File: config.mk
export PLATFORM = sky130hd
export DESIGN_NAME = tdc_capture_decoder
export DESIGN_NICKNAME = d
export VERILOG_FILES = /design/src/rtl/tdc_capture_decoder.sv
export SDC_FILE = /design/constraint.sdc
export NUM_CORES = 1
export LEC_CHECK = 0
export CAP_MARGIN = 15
export CORE_UTILIZATION = 59
export CTS_CLUSTER_DIAMETER = 80
export DETAILED_ROUTE_END_ITERATION = 10
export PLACE_DENSITY = 0.82
export SETUP_SLACK_MARGIN = 0.02
export SLEW_MARGIN = 5
export SYNTH_ARGS = -nofsm -noshare
export SYNTH_HDL_FRONTEND = slang
export SYNTH_SLANG_ARGS = --single-unit
File: constraint.sdc
create_clock -name clk -period 2.9 [get_ports clk]
set_input_delay 0.58 -clock clk [delete_from_list [all_inputs] [get_ports clk]]
set_output_delay 0.58 -clock clk [all_outputs]
set_load 0.005 [all_outputs]
File: src/rtl/tdc_capture_decoder.sv
// tdc_capture_decoder: launches a delay-line pulse, double-syncs taps, bubble-corrects and encodes the code
module tdc_capture_decoder #(
  parameter int N = 64,
  parameter int REC_CYC = 4,
  parameter int CW = $clog2(N + 1)
) (
  input  logic          clk,
  input  logic          rst_n,
  input  logic          start_i,
  output logic          pulse_o,
  input  logic [N-1:0]  dl_i,
  output logic [CW-1:0] code_o,
  output logic          overflow_o,
  output logic          valid_o,
  input  logic          ready_i,
  output logic          busy_o
);
  typedef enum logic [2:0] {IDLE, LAUNCH, SYNC, ENCODE, DONE, RECOVER} state_t;
  state_t state, nxt;
  logic [N-1:0] s1, s2, c;
  logic [N+1:0] ext;
  logic [CW-1:0] enc;
  logic [7:0] cnt;
  // majority-of-three bubble correction, then the lowest zero tap becomes the code
  always_comb begin
    ext = {1'b0, s2, 1'b1};
    c = '0;
    enc = CW'(N);
    for (int i = 0; i < N; i++)
      c[i] = (ext[i] & ext[i+1]) | (ext[i] & ext[i+2]) | (ext[i+1] & ext[i+2]);
    for (int i = N - 1; i >= 0; i--)
      if (!c[i]) enc = CW'(i);
  end
  // state register
  always_ff @(posedge clk or negedge rst_n)
    if (!rst_n) state <= IDLE;
    else state <= nxt;
  // next-state logic; start is only honoured in IDLE
  always_comb begin
    nxt = state;
    case (state)
      IDLE:    nxt = start_i ? LAUNCH : IDLE;
      LAUNCH:  nxt = SYNC;
      SYNC:    nxt = ENCODE;
      ENCODE:  nxt = DONE;
      DONE:    nxt = (valid_o && ready_i) ? RECOVER : DONE;
      RECOVER: nxt = (cnt == 8'd0) ? IDLE : RECOVER;
      default: nxt = IDLE;
    endcase
  end
  // registered outputs, synchroniser stages and recovery counter
  always_ff @(posedge clk or negedge rst_n)
    if (!rst_n) begin
      pulse_o <= 1'b0;
      busy_o <= 1'b0;
      valid_o <= 1'b0;
      overflow_o <= 1'b0;
      code_o <= '0;
      s1 <= '0;
      s2 <= '0;
      cnt <= 8'd0;
    end else begin
      pulse_o <= (nxt == LAUNCH);
      busy_o <= (nxt != IDLE);
      if (state == LAUNCH) s1 <= dl_i;
      if (state == SYNC) s2 <= s1;
      if (state == ENCODE) begin
        code_o <= enc;
        overflow_o <= &c;
        valid_o <= 1'b1;
      end
      if (state == DONE && valid_o && ready_i) begin
        valid_o <= 1'b0;
        cnt <= 8'(REC_CYC - 1);
      end
      if (state == RECOVER && cnt != 8'd0) cnt <= cnt - 8'd1;
    end
endmodule
# Word level (Yosys, flattened, before mapping)
# Cells that the tools add are included.
dict set report word_totals {
  in_bits 68
  reg_bits 150
  wordCells 350
}
dict set report op_classes {
  bitwise_logic 251
  n_eq_ne 6
  addsub 1
  n_reduce_logical 11
  muxes 72
}
# cell count
set op_table {}
lappend op_table {{7-bit 2-to-1 mux} 64}
lappend op_table {{1-bit bitwise OR} 126}
lappend op_table {{1-bit bitwise AND} 125}
lappend op_table {{64-bit AND reduction} 1}
lappend op_table {{3-bit case mux with 6 select lines} 1}
lappend op_table {{8-bit 2-to-1 mux} 2}
lappend op_table {{8-bit zero test} 1}
lappend op_table {{8-bit nonzero test} 1}
lappend op_table {{8-bit by 1-bit subtractor with 8-bit output (second input constant)} 1}
lappend op_table {{3-bit by 1-bit == test with 1-bit output (second input constant)} 2}
lappend op_table {{3-bit by 2-bit == test with 1-bit output (second input constant)} 2}
lappend op_table {{3-bit == test (second input constant)} 2}
lappend op_table {{1-bit logical AND} 4}
lappend op_table {{1-bit 2-to-1 mux} 4}
lappend op_table {{2-bit nonzero test} 2}
lappend op_table {{3-bit zero test} 1}
lappend op_table {{3-bit 2-to-1 mux} 1}
lappend op_table {{3-bit nonzero test} 1}

# Logic depth before layout (Yosys ltp)
dict set report depth {
  ltp_word 66
  ltp_mapped 8
  depth_no_buf 7
}

# Worst setup path after synthesis
# OpenSTA, ideal clock, no wires.
dict set report synth_path {
  path_type {flip-flop to flip-flop}
  start {reg s2[29]}
  end {reg code_o[0]}
  arrival_time_ns 1.693
  setup_ns 0.087
  slack_ns 1.120
  path_stages_with_launch 8
  period_less_slack_ns 1.780
  cell_sequence {dfrtp_1 -> buf_2 -> nand2_1 -> mux2i_1 -> a2111oi_2 -> nor4_1 -> or4_1 -> a22oi_1}
}
dict set report synth_between {
  elab_chain_len 34
  word_cells_on_any_way 41
}
# element line_no
set synth_lines {}
lappend synth_lines {{start, declared} 20} ;# logic [N-1:0] s1, s2, c;
lappend synth_lines {{start signal, assigned} 60} ;# s2 <= '0;
lappend synth_lines {{start signal, assigned} 66} ;# if (state == SYNC) s2 <= s1;
lappend synth_lines {{1-bit bitwise AND} 30} ;# c[i] = (ext[i] & ext[i+1]) | (ext[i] & ext[i+2]) | (ext[i+1] & ext[i+2]);
lappend synth_lines {{1-bit bitwise OR (2 in a row)} 30}
lappend synth_lines {{7-bit 2-to-1 mux (2 in a row)} 32} ;# if (!c[i]) enc = CW'(i);
lappend synth_lines {{7-bit 2-to-1 mux (*) (29 in a row)} 32}
lappend synth_lines {{end signal, assigned} 68} ;# code_o <= enc;
lappend synth_lines {{end, declared} 12} ;# output logic [CW-1:0] code_o,
# Mark *: on every way between the ends. The rest lies on a longest branch, timed or not.
# A chain may end at the register's enable or synchronous reset.

# Worst setup path in the final report
dict set report layout_path {
  start {reg state[2]}
  end {reg overflow_o}
}
dict set report layout_between {
  elab_chain_len 1
}
# element line_no
set layout_lines {}
lappend layout_lines {{start, declared} 19} ;# state_t state, nxt;
lappend layout_lines {{start signal, assigned} 37} ;# else state <= nxt;
lappend layout_lines {{3-bit by 2-bit == test with 1-bit output} 67} ;# if (state == ENCODE) begin
lappend layout_lines {{end signal, assigned} 69} ;# overflow_o <= &c;
lappend layout_lines {{end, declared} 13} ;# output logic overflow_o,
# Every way passes these cells.

==> out/qor.yml <==
setup_path:
  crit_path_end_kind: "flip-flop"
  crit_path_max_incr_delay_ns: 0.54
  startpoint: "state[2]$_DFF_PN0_"
  critPathLaunchType: "flip-flop"
  critPathSlowestCell: "dfrtp_1"
  criticalPathCategory: "reg -> reg"
  crit_chain: "nand3b_1 > and4b_1 > o21a_1 > nand4_1 > nor4_1 > a21o_1"
  path_max_fanout: 11
  arrival_ns: 2.64
  r2r_start: "state[2]$_DFF_PN0_"
  cp.required_ns: 3.27
clock_tree:
  postCtsSetupRepairBufs: 0
  holdBufCountCts: 0
  clockBufferDepth: 2
  cts_tree: "yes"
  cts_resized: 0
  h-tree-depth: 4
  clockRootBuffer: "clkbuf_16"
  clock_latency_ns: 0.43
  clkSlewWorstSetupHoldPaths_ns: 0.06
  cts_made_buffers: 17
  clock_sinks: 150
worst_hold_path:
  worstHoldPathType: "in -> async"
timing:
  tns_ns: 0
  rsz0062_at_grt: "false"
  hold_slack_ns: 0.169
  worst_slew_pin_slew_ns: 0.740
  final_max_slew_viol_count: 0
  setup_viol: 0
  fin_skew_ns: 0.00578
  slew_headroom_pct: 50.6
  finalHoldViolCount: 0
  max_freq_mhz: 441
  period_needed_ns: 2.27
  fin_crit_sh_pct: 78.3
floorplan:
  dieArea_mm2: 0.0143
  start_util_pct: 60.9
  die_w_um: 119
  die_height_um: 119
  rows: 42
  core_mm2: 0.0133
  ioPinCount: 79
logic_synthesis:
  yosysWarnings: 0
  yosysMostFrequentCell: "dfrtp_1"
  yosysSeqAreaShare_pct: 46.2
  synth_edf_count: 0
  synth.net_count: 857
  syn_area_mm2: 0.00813
  synth_common_cells: "dfrtp_1 (150), mux2_2 (116), nand2_1 (58)"
  synth_ff_type: "dfrtp_1"
  synthTopCellsByArea: "dfrtp_1 (46%), mux2_2 (16%), o21ai_0 (2.8%)"
  syn-mean-instance-area_um2: 10.3
  synth-seq-cells: 150
  yosys.cell_types.count: 67
  synthCells: 788
  synth.largest_area_cell: "dfrtp_1"
  synthArstFlopShare_pct: 100
  netlist.area_leader.share_pct: 46.2
drt:
  drt-pass1-iter-count: 5
  drtAntennaViolNets: 0
  via_count: 6431
  viasPerCell: 6.39
  totalWireLength_um: 18000
  route.detailed.wl_per_inst_um: 17.9
  dr.first_iter.drc_count: 537
  route.detailed.drc: 0
global_route:
  gr-usage-met3_pct: 6.32
  grt.busiest_layer: "met2"
  grt_max_degree: 76
  gr-usage-all-layers_pct: 26.6
  grt_pass1_wl_um: 30000
  met1_usage_pct: 35.9
  first_global_vias: 6146
  grt_overflow_total: 0
  use_met2_pct: 42.4
  antenna_found_initial: 0
placed_design:
  routabilityCongestion: 0.886
  portBuffers: 78
  hpwl_um: 12100
run:
  maxCapViolations: 0
power_and_ir_drop:
  p_leak_nw: 3.80
  ir_drop_mv: 0.661
  p_per_area_mw_per_mm2: 1200
cells_and_area:
  fin_nets: 886
  drive_gt1_share_pct: 20.5
  syn_to_final_growth_pct: 17.2
  num_antenna_cells: 0
run_status:
  outcome: "finished clean"
[cell families after synthesis]
| group | synth area share, % |
|---|---|
| xor gates and xnor gates | 0.862 |
| and+or+nand+nor | 11.4 |
| DFF | 46.2 |
| AOI/OAI and AO/OA | 19.6 |
| adders and majority gates | 0.400 |
| buffers and inverters | 5.11 |
| muxes | 16.4 |
[critical path, delay by kind of cell (launching register included)]
family	cells	cell delay, ns
AND/OR/NAND/NOR	4	1.33
AO/OA/AOI/OAI	2	0.34
flip-flops	1	0.54
[cell type report]
| type | instances | area, um^2 |
|---|---|---|
| Clock buffer | 19 | 433 |
| Clock inverter | 13 | 228 |
| Fill cell | 976 | 3820 |
| Inverter | 17 | 63.8 |
| Multi-Input combinational cell | 546 | 3970 |
| Sequential cell | 150 | 3750 |
| Tap cell | 176 | 220 |
| Timing Repair Buffer | 85 | 860 |
[registers in the layout (all words and copies together) (netlist names)]
signal,count
s1,64
s2,64
cnt,8
code_o,7
state,3
busy_o,1
overflow_o,1
pulse_o,1
valid_o,1
[path summary, 6_finish.rpt]
| path | cells past startpoint | end | slack [ns] |
|---|---|---|---|
| setup / recovery | 6 | overflow_o$_DFFE_PN0P_ | 0.63 |
| hold / removal | 1 | s1[34]$_DFFE_PN0P_ | 0.17 |
| setup reg to reg | 6 | overflow_o$_DFFE_PN0P_ | 0.63 |
| hold reg to reg | 2 | s2[31]$_DFFE_PN0N_ | 0.48 |
| max in group asynchronous | 2 | cnt[1]$_DFFE_PN0P_ | 2.06 |
| min in group clk | 2 | s2[31]$_DFFE_PN0N_ | 0.48 |
[stage by stage]
stage          std cells  worst slack [ns]  instance area, um^2  utilization [%]  total power, mW
5_1_grt             1006             0.442                 9530             71.4             12.1
3_5_place_dp         974             0.707                 8870             66.4             8.80
3_3_place_gp         974             0.833                 8870             66.4             8.48
4_1_cts             1006             0.665                 9530             71.4             11.4
6_report            1006             0.630                 9530             71.4             11.4
2_1_floorplan        788              1.12                 8130                -             7.86
[metal layers]
| metal | routed length (um) | vias up |
|---|---|---|
| met3 | 954 | 26 |
| met5 | 0 | - |
| met4 | 250 | 0 |
| met2 | 8800 | 223 |
| met1 | 8000 | 3195 |
| li1 | - | 2987 |
[power by group]
part | total [mW] | internal (mW) | switching [mW]
Combinational | 4.12 | 2.28 | 1.84
Sequential | 4.80 | 3.12 | 1.68
Clock | 2.48 | 1.61 | 0.871
Total | 11.4 | 7.01 | 4.39
[cells in the final DEF, fill, tap and decap left out, types with 7 or more instances in the layout]
| cell | instances |
|---|---|
| nand3_1 | 20 |
| a22o_1 | 7 |
| mux2_2 | 116 |
| clkbuf_16 | 17 |
| a21oi_1 | 41 |
| o22ai_1 | 10 |
| a21o_1 | 9 |
| o21ai_0 | 45 |
| nand4_1 | 12 |
| clkdlybuf4s50_1 | 77 |
| nor2_1 | 38 |
| a22oi_1 | 15 |
| nor3_1 | 10 |
| a31oi_1 | 10 |
| o221ai_1 | 15 |
| inv_1 | 17 |
| nand2b_1 | 10 |
| dfrtp_1 | 150 |
| nand2_1 | 58 |
| and3_1 | 9 |
| o211ai_1 | 15 |
Power figures use the tool's default switching activity.
